**src/rtl/instr_fetch.sv**
```systemverilog
// Fetch sequencer for proc: reads ROM words, pulses Run per instruction, supplies mvi immediates.
// Run 3 cycles after Start (4 for mvi); stalls in EXEC on Done, watchdog faults after TIMEOUT cycles.
module instr_fetch #(
    parameter int ADDR_W    = 5,
    parameter int LAST_ADDR = (1 << ADDR_W) - 1,
    parameter int TIMEOUT   = 15
) (
    input  logic              Clock,
    input  logic              Resetn,
    input  logic              Start,
    output logic [ADDR_W-1:0] MemAddr,
    input  logic [15:0]       MemData,
    output logic [15:0]       DIN,
    output logic              Run,
    input  logic              Done,
    output logic [ADDR_W-1:0] PC,
    output logic              Halted,
    output logic              Fault
);
    typedef enum logic [2:0] {IDLE, FETCH, LOAD, IMM, ISSUE, EXEC, HALT, FAULT} state_t;

    localparam int               WD_W     = (TIMEOUT < 16) ? 4 : $clog2(TIMEOUT + 1);
    localparam logic [ADDR_W:0]  LAST_EXT = (ADDR_W + 1)'(LAST_ADDR);
    localparam logic [WD_W-1:0]  WD_LIMIT = WD_W'(TIMEOUT - 1);
    localparam logic [2:0]       OP_MVI   = 3'b001;

    state_t            state;
    logic [15:0]       instr_reg;
    logic [15:0]       imm_reg;
    logic [WD_W-1:0]   wdog;
    logic              is_mvi;
    logic [ADDR_W-1:0] pc_next;
    logic [ADDR_W:0]   pc_ext;
    logic [ADDR_W:0]   pc_end;
    logic              last_hit;

    assign is_mvi  = (instr_reg[8:6] == OP_MVI);
    assign pc_next = PC + (is_mvi ? ADDR_W'(2) : ADDR_W'(1));

    // Unwrapped span of the current instruction, so an mvi at the top address still covers LAST_ADDR.
    assign pc_ext   = {1'b0, PC};
    assign pc_end   = pc_ext + {{ADDR_W{1'b0}}, is_mvi};
    assign last_hit = (pc_ext <= LAST_EXT) && (LAST_EXT <= pc_end);

    always_ff @(posedge Clock) begin
        if (!Resetn) begin
            state     <= IDLE;
            PC        <= '0;
            MemAddr   <= '0;
            DIN       <= '0;
            Run       <= 1'b0;
            Halted    <= 1'b0;
            Fault     <= 1'b0;
            instr_reg <= '0;
            imm_reg   <= '0;
            wdog      <= '0;
        end else begin
            Run <= 1'b0;
            case (state)
                IDLE: begin
                    MemAddr <= PC;
                    if (Start) state <= FETCH;
                end
                FETCH: begin
                    // ROM is one cycle behind the address, so LOAD sees ROM[PC] while PC+1 is requested.
                    MemAddr <= PC + ADDR_W'(1);
                    state   <= LOAD;
                end
                LOAD: begin
                    instr_reg <= MemData;
                    if (MemData[8:6] == OP_MVI) begin
                        state <= IMM;
                    end else begin
                        DIN   <= MemData;
                        Run   <= 1'b1;
                        state <= ISSUE;
                    end
                end
                IMM: begin
                    imm_reg <= MemData;
                    DIN     <= instr_reg;
                    Run     <= 1'b1;
                    state   <= ISSUE;
                end
                ISSUE: begin
                    DIN   <= is_mvi ? imm_reg : instr_reg;
                    wdog  <= '0;
                    state <= EXEC;
                end
                EXEC: begin
                    if (Done) begin
                        PC      <= pc_next;
                        MemAddr <= pc_next;
                        if (last_hit) begin
                            state  <= HALT;
                            Halted <= 1'b1;
                        end else if (Start) begin
                            state <= FETCH;
                        end else begin
                            state <= IDLE;
                        end
                    end else if (wdog == WD_LIMIT) begin
                        state <= FAULT;
                        Fault <= 1'b1;
                    end else begin
                        wdog <= wdog + 1'b1;
                    end
                end
                HALT, FAULT: begin
                end
                default: state <= IDLE;
            endcase
        end
    end
endmodule

```
**config.mk**
```make
export PLATFORM = sky130hd
export DESIGN_NAME = instr_fetch
export DESIGN_NICKNAME = d
export VERILOG_FILES = /design/src/rtl/instr_fetch.sv
export SDC_FILE = /design/constraint.sdc
export NUM_CORES = 1
export LEC_CHECK = 0
export ABC_AREA = 1
export CORE_ASPECT_RATIO = 0.6
export CORE_MARGIN = 4
export CORE_UTILIZATION = 40
export DETAILED_ROUTE_END_ITERATION = 16
export GPL_TIMING_DRIVEN = 1
export SYNTH_ARGS = -nofsm -noshare
export SYNTH_HDL_FRONTEND = slang
export SYNTH_SLANG_ARGS = --single-unit
export TNS_END_PERCENT = 1
```
**constraint.sdc**
```tcl
create_clock -name Clock -period 2.7 [get_ports Clock]
set_clock_uncertainty 0.05 [all_clocks]
set_input_delay 0.675 -clock Clock [delete_from_list [all_inputs] [get_ports Clock]]
set_output_delay 0.675 -clock Clock [all_outputs]
set_load 0.005 [all_outputs]
```
==> out/metrics.yaml <==
place:
  place_congestion: 0.902
  dp_slack_ns: 0.444
  hpwl_um: 5840
  io_buffer_count: 48
pwr:
  p_per_area_nw_per_um2: 802
  p_leak_nw: 1.64
  ir_worst_vdd_mv: 0.328
die:
  num_rows: 25
  die_h_um: 78.0
  start_util_pct: 41.3
  dieArea_um2: 9730
  core_area_um2: 7910
  ios: 49
  die_x_um: 125
synthesis:
  synth_area_um2: 3270
  yosys_warnings: 0
  ys_top_cells_by_area: "dfxtp_1 (42%), o21ai_0 (10%), a21oi_1 (9.5%)"
  synth_area_per_cell_um2: 7.18
  syn_inst: 455
  syn_nets: 484
  synth_top_area_share_pct: 41.7
  seq_area_frac_synth_pct: 41.7
  synth_largest_area_cell: "dfxtp_1"
  ys_types: 30
  ys_ff_latch: 68
layout:
  post-route-util_pct: 51.7
  fin_nets: 526
  drive_gt1_share_pct: 7.60
  area_delta_synth_final_pct: 25.2
  diodes: 0
critical_path:
  endpoint_kind: "primary output"
  cp_max_fo: 9
  start_kind: "register"
  critical_path_required_ns: 1.98
  worstReg2RegEnd: "MemAddr[4]"
  crit_family: "buffers and inverters"
  crit_chain: "clkdlybuf4s50_1"
  worstPathArrival_ns: 1.41
  crit_buf_inv: 1
  r2r_cells: 9
  slowest_stage: "clkdlybuf4s50_1"
  criticalPathCategory: "reg2out"
  r2r-start: "instr_reg[8]"
  cpPeakStageDelay_ns: 0.57
  r2r_setup_slack_ns: 0.65
clock_network:
  tritoncts: "done"
  clock_latency_ns: 0.32
  root_buffer: "clkbuf_16"
  htreeDepth: 3
  postCtsHoldBufs: 0
  postCtsSetupBuffers: 0
  clk_transition_reported_paths_ns: 0.06
  numCtsBuffers: 9
  clockBufferDepth: 2
  cts-resized-gates: 0
  cts_sinks: 68
route:
  first_iter_violations: 280
  dr.pass1.iters: 5
  route.detailed.drc: 0
  routed_wl_um: 8800
  vias: 3132
  ant_nets: 0
  routed_via_density: 5.15
  wl_per_cell_um: 14.5
timing:
  hold_viol: 0
  period_share_pct: 79.0
  fmax_ghz: 0.469
  relSlewSlack_pct: 61.8
  rsz0062_at_grt: "no"
  tightest_slew_ns: 0.572
  setup_tns_ns: 0
  min_period_ns: 2.13
  setup_violations: 0
  slew_violations: 0
  timing.final.ws_setup_ns: 0.568
grt:
  grtUsageTotal_pct: 18.4
  grt_max_degree: 39
  grt_pass1_wl_um: 14400
  first_global_vias: 2832
  gr-total-overflow: 0
  antenna_found_initial: 0
hold_path:
  hold_path_depth: 2
  hold_class: "reg2reg"
  min_from: "instr_reg[9]"
  hold_end: "instr_reg[9]"
job:
  maxCapViolations: 0
outcome:
  status: "completed"
[Yosys cell counts, drive strengths merged]
library cell	instances
inv	46
o21a	2
o211ai	1
clkinv	1
nand2	67
dfxtp	68
ha	8
a211oi	1
nand3	14
nor2	66
o22ai	2
fa	1
a31oi	17
xnor2	1
xor2	2
or2	1
a21oi	62
o21ai	74
nor3	1
clkbuf	8
buf	12
[worst max-delay path by stage]
stage          cells past startpoint          to         start  slack, ns
2_1_floorplan                     10  MemAddr[4]  instr_reg[8]       0.44
3_3_place_gp                      10    state[2]    MemData[6]       0.47
3_5_place_dp                      10    state[2]    MemData[6]       0.44
4_1_cts                            1       PC[2]         PC[2]       0.52
5_1_grt                            1       PC[2]         PC[2]       0.49
6_report                           1       PC[1]         PC[1]       0.57
[logic make-up after synthesis]
| group | count (synthesis) | share of synthesized area [%] |
|---|---|---|
| adders and majority gates | 9 | 3.68 |
| DFF | 68 | 41.7 |
| and+or+nand+nor | 149 | 19.4 |
| xor gates and xnor gates | 3 | 0.804 |
| buffers and inverters | 67 | 9.11 |
| AOI/OAI and AO/OA | 159 | 25.4 |
[cell usage in the layout, fill, tap and decap left out, types with 2 or more instances in the layout]
cell type and n:
nand3_1 14, ha_1 8, nor2_1 61, inv_1 39
buf_4 3, nand2_2 9, clkbuf_1 2, clkbuf_16 9
xor2_1 2, a31oi_1 17, nor2_4 2, clkdlybuf4s50_1 48
o21ai_1 6, dfxtp_1 68, o21ai_0 68, o21a_1 2
bufinv_16 2, a21oi_1 62, nor2_2 3, nand2_1 57
o22ai_1 2, inv_2 7
[per-layer routing]
layer	GRT usage (%)	vias to the layer above	part of all wire, %
li1	-	1595	-
met1	27.7	1411	53
met3	5.37	6	6.7
met2	25.2	120	40
met4	4.92	0	0.77
met5	0	-	0
[cell type report]
type	count	area, um^2
Fill cell	771	3820
Clock inverter	2	60.1
Timing Repair Buffer	51	503
Inverter	47	176
Clock buffer	12	246
Multi-Input combinational cell	320	1610
Tap cell	108	135
Sequential cell	68	1360
[power breakdown]
group	internal (mW)	switching, mW
combinational	0.335	0.467
clock	0.824	0.404
sequential	1.16	0.0943
[stage by stage]
step	hold WS, ns	area [um^2]	power (mW)	cells
6_report	0.419	4090	3.28	608
2_1_floorplan	0.394	3270	1.73	455
4_1_cts	0.416	4090	3.30	608
5_1_grt	0.447	4090	3.45	608
3_3_place_gp	0.404	3780	2.05	594
3_5_place_dp	0.408	3780	2.06	594
Note: power is estimated with default switching activity, not from simulation.
